==> config.mk <==
export PLATFORM = sky130hd
export DESIGN_NAME = div_requester
export DESIGN_NICKNAME = d
export VERILOG_FILES = /design/src/rtl/div_requester.sv
export SDC_FILE = /design/constraint.sdc
export NUM_CORES = 1
export LEC_CHECK = 0
export CORE_ASPECT_RATIO = 1.1
export CORE_MARGIN = 2
export CORE_UTILIZATION = 52
export CTS_BUF_LIST = sky130_fd_sc_hd__clkbuf_2 sky130_fd_sc_hd__clkbuf_4 sky130_fd_sc_hd__clkbuf_8
export DETAILED_ROUTE_END_ITERATION = 7
export PLACE_DENSITY_LB_ADDON = 0.12
export SYNTH_ARGS = -nofsm -noshare
export SYNTH_HDL_FRONTEND = slang
export SYNTH_SLANG_ARGS = --single-unit
==> constraint.sdc <==
create_clock -name clk -period 5.39 [get_ports clk]
set_clock_uncertainty 0.15 [all_clocks]
set_input_delay 0.8085 -clock clk [delete_from_list [all_inputs] [get_ports clk]]
set_output_delay 0.8085 -clock clk [all_outputs]
set_load 0.005 [all_outputs]
==> src/rtl/div_requester.sv <==
// Wishbone-style register front end that feeds operands to a divider core and collects its quotient.
// Optional DIV_TIMEOUT_EN adds a WAIT-state watchdog that abandons the request after TIMEOUT_CYCLES.
module div_requester #(
  parameter int unsigned TIMEOUT_CYCLES = 255
) (
  input  logic        clk,
  input  logic        reset,
  input  logic        wb_stb,
  input  logic        wb_cyc,
  input  logic        wb_we,
  input  logic [3:0]  wb_adr,
  input  logic [31:0] wb_dat_i,
  output logic [31:0] wb_dat_o,
  output logic        wb_ack,
  output logic [31:0] div_dv,
  output logic [31:0] div_dr,
  output logic        div_init,
  input  logic        div_ready,
  input  logic [31:0] div_result
);

  typedef enum logic [1:0] {StIdle, StIssue, StWait, StCapture} state_e;

  state_e      state_q;
  logic [31:0] dv_q, dr_q, result_q, rdata;
  logic        busy_q, done_q, timeout_q, dbz_q, ready_q;
  logic        access, wr, ctrl_wr;
  logic [1:0]  reg_sel;
  logic        unused_adr;

`ifdef DIV_TIMEOUT_EN
  localparam logic [7:0] CntLast = 8'(TIMEOUT_CYCLES - 32'd1);
  logic [7:0] cnt_q;
`else
  logic unused_timeout_cfg;
  assign unused_timeout_cfg = ^TIMEOUT_CYCLES;
`endif

  assign access     = wb_cyc & wb_stb & ~wb_ack;
  assign wr         = access & wb_we;
  assign reg_sel    = wb_adr[3:2];
  assign ctrl_wr    = wr & (reg_sel == 2'd2);
  assign unused_adr = ^wb_adr[1:0];
  assign div_dv     = dv_q;
  assign div_dr     = dr_q;

  always_comb begin
    rdata = 32'd0;
    case (reg_sel)
      2'd0:    rdata = dv_q;
      2'd1:    rdata = dr_q;
      2'd2:    rdata = {28'd0, dbz_q, timeout_q, done_q, busy_q};
      default: rdata = result_q;
    endcase
  end

  always_ff @(posedge clk) begin
    if (reset) begin
      state_q   <= StIdle;
      dv_q      <= 32'd0;
      dr_q      <= 32'd0;
      result_q  <= 32'd0;
      wb_dat_o  <= 32'd0;
      wb_ack    <= 1'b0;
      div_init  <= 1'b0;
      busy_q    <= 1'b0;
      done_q    <= 1'b0;
      timeout_q <= 1'b0;
      dbz_q     <= 1'b0;
      ready_q   <= 1'b0;
`ifdef DIV_TIMEOUT_EN
      cnt_q     <= 8'd0;
`endif
    end else begin
      wb_ack   <= access;
      ready_q  <= div_ready;
      div_init <= 1'b0;
      // Read data reflects register values before this edge's updates.
      if (access) wb_dat_o <= rdata;

      if (wr && (state_q == StIdle)) begin
        if (reg_sel == 2'd0) dv_q <= wb_dat_i;
        if (reg_sel == 2'd1) dr_q <= wb_dat_i;
      end

      if (ctrl_wr && !wb_dat_i[0]) begin
        done_q    <= 1'b0;
        timeout_q <= 1'b0;
        dbz_q     <= 1'b0;
      end

      case (state_q)
        StIdle: begin
          if (ctrl_wr && wb_dat_i[0]) begin
            timeout_q <= 1'b0;
            if (dr_q != 32'd0) begin
              state_q  <= StIssue;
              div_init <= 1'b1;
              busy_q   <= 1'b1;
              done_q   <= 1'b0;
              dbz_q    <= 1'b0;
            end else begin
              result_q <= 32'hFFFF_FFFF;
              done_q   <= 1'b1;
              dbz_q    <= 1'b1;
            end
          end
        end
        StIssue: begin
          state_q <= StWait;
`ifdef DIV_TIMEOUT_EN
          cnt_q   <= 8'd0;
`endif
        end
        StWait: begin
          // Only a fresh rising edge completes; a level held over from before does not.
          if (div_ready && !ready_q) begin
            state_q <= StCapture;
          end
`ifdef DIV_TIMEOUT_EN
          else if (cnt_q == CntLast) begin
            timeout_q <= 1'b1;
            busy_q    <= 1'b0;
            state_q   <= StIdle;
          end else begin
            cnt_q <= cnt_q + 8'd1;
          end
`endif
        end
        StCapture: begin
          result_q <= div_result;
          done_q   <= 1'b1;
          busy_q   <= 1'b0;
          state_q  <= StIdle;
        end
        default: state_q <= StIdle;
      endcase
    end
  end

endmodule

* Word level (Yosys, flattened, before mapping)
Cells that the tools add are included.
** Storage, ports and cells
- Flip-flop bits (word level) :: 137
- Word-level logic and storage cells :: 66
** Cells by class
- Muxes and demuxes :: 22
- Bitwise logic cells :: 7
- Eq/ne operators :: 9
- Reduce and logical (&&, ||, !) cells :: 16
** Operators with widths (count)
- $pmux W32 S3 :: 1
- $mux W32 :: 2
- $pmux W32 S2 :: 1
- $reduce_bool A32 Y1 :: 1
- $mux W1 :: 12
- $reduce_and A3 Y1 :: 3
- $pmux W2 S4 :: 1
- $eq A2 B2 Y1 const B :: 3
- $mux W2 :: 3
- $and A1 B1 Y1 :: 4
- $eq A2 B1 Y1 const B :: 2
- $logic_and A1 B1 Y1 :: 4
- $logic_not A2 Y1 :: 2
- $ne A2 B1 Y1 const B :: 2
- $ne A2 B2 Y1 const B :: 2
- $pmux W1 S2 :: 2
- $reduce_and A2 Y1 :: 2
- $not A1 Y1 :: 3
- $reduce_or A3 Y1 :: 1
- $logic_not A1 Y1 :: 2
- $reduce_bool A2 Y1 :: 1

* Longest topological paths before layout
- Depth after elaboration :: 8
- Mapped depth :: 8

* Worst setup path before layout
Ideal clock, no wire load.
- Path kind :: input to register
- Start point :: input wb_adr[3]
- End point :: register busy_q
- Path buffers :: 1
- Setup time :: 0.121 ns
- Path slack :: 3.026 ns
- Data arrival time :: 2.093 ns
- Required time :: 5.119 ns
- Stages :: 6
- Path through :: buf_4 nor2b_1 nand4_1 o21bai_1 a21oi_1 mux2_2
** Between the ends
- Word-level cells in the longest chain between the ends :: 5
** Ends and longest elaborated chain
- start, declared :: RTL line 11 : input logic [3:0] wb_adr,
- $eq A2 B2 Y1 :: RTL line 42 : assign ctrl_wr = wr & (reg_sel == 2'd2);
- $and A1 B1 Y1 :: RTL line 42
- $logic_and A1 B1 Y1 :: RTL line 94 : if (ctrl_wr && wb_dat_i[0]) begin
- $ne A2 B1 Y1 (no line)
- $reduce_and A3 Y1 (no line)
- end signal, assigned :: RTL line 66 : busy_q <= 1'b0;
- end signal, assigned :: RTL line 99 : busy_q <= 1'b1;
- end signal, assigned :: RTL line 133 : busy_q <= 1'b0;
- end, declared :: RTL line 26 : logic busy_q, done_q, timeout_q, dbz_q, ready_q;
No other way between the ends.
A chain may end at the register's enable or synchronous reset.

* Final worst setup path
- Start point :: input wb_stb
- End point :: register dr_q[4], in the netlist div_dr[4]
** Between the ends
- Word-level cells in the longest chain between the ends :: 5
** Ends and longest elaborated chain
- start, declared :: RTL line 8 : input logic wb_stb,
- $and A1 B1 Y1 (2 in a row) :: RTL line 39 : assign access = wb_cyc & wb_stb & ~wb_ack;
- $and A1 B1 Y1 :: RTL line 40 : assign wr = access & wb_we;
- $logic_and A1 B1 Y1 :: RTL line 81 : if (wr && (state_q == StIdle)) begin
- $reduce_and A2 Y1 (no line)
- end signal, assigned :: RTL line 83 : if (reg_sel == 2'd1) dr_q <= wb_dat_i;
- end, declared :: RTL line 25 : logic [31:0] dv_q, dr_q, result_q, rdata;
No other way between the ends.

==> reports/metrics.cfg <==
[power_and_ir_drop]
power_leakage_nw = 2.67
peakVddDrop_mv = 0.211
power_density_nw_per_um2 = 329

[detailed_routing]
met2_wirelength_um = 8190
first_pass_iters = 5
final_antenna_net_count = 0
wire_per_inst_um = 18.9
num_vias = 5265
drc_errors = 0
vias_per_cell = 5.83
wl_um = 17000
met3_length_um = 1520
wl_met1_um = 6960
topRoutingLayerUsed = met4
dr.first_iter.drc_count = 319

[synth]
synthTopCellsByArea = dfxtp_1, nand2_1, a21oi_1, mux2_2, o221a_1
synth_top_area_share = 0.490
synth_ff_type = dfxtp_1
netlist_instances = 604
synth_top_cell_by_area = dfxtp_1
async_flop_share = 0
yosys.cell_types.count = 44
synth-edff-count = 0
avgSynthCellArea_um2 = 9.26
ys_seq_elements = 137
netlist_area_um2 = 5600
ys_warn_count = 0
syn-num-nets = 682
synth_seq_area_share = 0.490

[sta]
timing.setup.tns_ns = 0
drv_slew = 0
fmax_mhz = 326
finalHoldViolCount = 0
period_minus_slack_ns = 3.07
worst_pin_slew_ns = 1.25
grt_setup_unrepaired = false
finalCritPeriodShare = 0.570
worst_slew_margin_rel = 0.168
setup_violations = 0

[floorplan]
die_height_um = 113
die_area_um2 = 11600
start_util = 0.536
rows = 39
die_w_um = 103
coreArea_um2 = 10400
ios = 172

[worst_setup_path]
cp.arrival_ns = 3.20
path_max_fanout = 32
cp_slowest_cell = or3b_1
end_kind = flip-flop
start_kind = input port
cp_slowest_stage_delay_ns = 0.93
crit_type = input port to flip-flop
path_cells = clkdlybuf4s50_1, and3b_1, nand3_1, or3b_1, nand2_1, a21oi_1
crit_required_ns = 5.52

[clock_tree]
path_clk_slew_ns = 0.08
holdBufCountCts = 0
cts_buffer_depth = 2
cts.sinks = 137
cts_made_buffers = 17
cts_tree = yes
cts_resized = 0
cts-root-buf = clkbuf_8
clock_latency_ns = 0.44
postCtsSetupRepairBufs = 0
cts_max_level = 4

[status]
run_status = finished, final reports clean

[layout]
area_delta_synth_final_pct = 37.0
final.fill_count = 832
diodes = 0
utilization = 0.734
nets = 825
drive_gt1_frac = 0.121

[flow_run]
cap_violations = 0

[place]
gp_congestion = 0.864
io_buffers = 169
dp_hpwl_um = 11100

[global_routing]
grt_pass1_wl_um = 25700
grt_overflow = 0
antenna_found_initial = 0
track_usage = 0.288
grt_start_max_net_pins = 104
grt_pass1_vias = 5074

[hold_path]
hold_path.class = flip-flop to flip-flop

-- power breakdown --
group          switching, mW  internal (mW)
clock                  0.408          0.457
sequential            0.0717           1.13
combinational          0.206          0.252
-- metrics by stage --
stage / power (mW) / setup WS (ns) / hold slack (ns) / area, um2 / cells
after floorplan: 1.51 / 3.03 / 0.298 / 5600 / 604
after global placement: 1.65 / 1.98 / 0.309 / 7250 / 871
after detailed placement: 1.67 / 1.92 / 0.313 / 7250 / 871
after CTS: 2.53 / 2.37 / 0.325 / 7660 / 903
after global routing: 2.61 / 2.14 / 0.338 / 7660 / 903
final: 2.52 / 2.32 / 0.324 / 7660 / 903
-- layer usage --
layer	up-vias	global-route usage
li1	2448	-
met1	2499	0.369
met2	285	0.468
met3	33	0.0655
met4	0	0.116
met5	-	0
-- area by class of cell --
cell class              instances  area (um2)  area share
clock buffers                  17         234      0.0305
clock inverters                15         178      0.0232
inverters                       5        18.8     0.00245
multi-input cells             409        2570       0.336
flip-flops and latches        137        2740       0.358
well taps                     143         179      0.0233
repair buffers                177        1740       0.227
-- worst paths after layout --
kind | start | slack (ns) | depth (start not counted) | endpoint
max | wb_stb | 2.32 | 6 | div_dr[4]$_SDFFE_PP0P_
min | div_dv[6]$_SDFFE_PP0P_ | 0.32 | 2 | div_dv[6]$_SDFFE_PP0P_
max reg2reg | state_q[0]$_SDFFE_PP0P_ | 2.62 | 6 | div_dr[4]$_SDFFE_PP0P_
min reg2reg | div_dv[6]$_SDFFE_PP0P_ | 0.32 | 2 | div_dv[6]$_SDFFE_PP0P_
-- kinds of logic after synthesis --
group	after synthesis	share of synthesized area
fa+ha+maj	4	0.00894
flops	137	0.490
compound gates	140	0.189
simple gates	231	0.183
mux	34	0.0763
buf+inv	58	0.0528
-- registers in the layout (all words and copies together), names as in the netlist --
register	cells
state_q	2
done_q	1
div_dv	32
div_init	1
ready_q	1
dbz_q	1
result_q	32
timeout_q	1
wb_ack	1
busy_q	1
div_dr	32
wb_dat_o	32
-- critical path: cells and delay by family --
kind                   cells  cell delay [ns]
AOI/OAI and AO/OA          1             0.09
and+or+nand+nor            4             1.80
buffers and inverters      1             0.48
-- cells in the mapped netlist, types with 4 or more instances --
master	count
nor3_1	28
o221a_1	29
nor4_2	4
a21oi_1	71
nand2_1	140
nor2_1	32
inv_1	5
ha_1	4
dfxtp_1	137
mux4_2	4
nor4_1	4
a221oi_1	28
nor2b_1	4
clkbuf_1	31
mux2_2	29
buf_2	14
-- layout by cell type (no fill, tap or decap), types with 9 or more instances in the layout --
cell             synthesis  final
clkdlybuf4s50_1          0    166
nand2_1                140    140
dfxtp_1                137    137
a21oi_1                 71     71
nor2_1                  32     31
o221a_1                 29     29
mux2_2                  29     29
a221oi_1                28     28
nor3_1                  28     28
clkbuf_8                 0     17
buf_4                    1      9
Note: power is estimated with default switching activity, not from simulation.
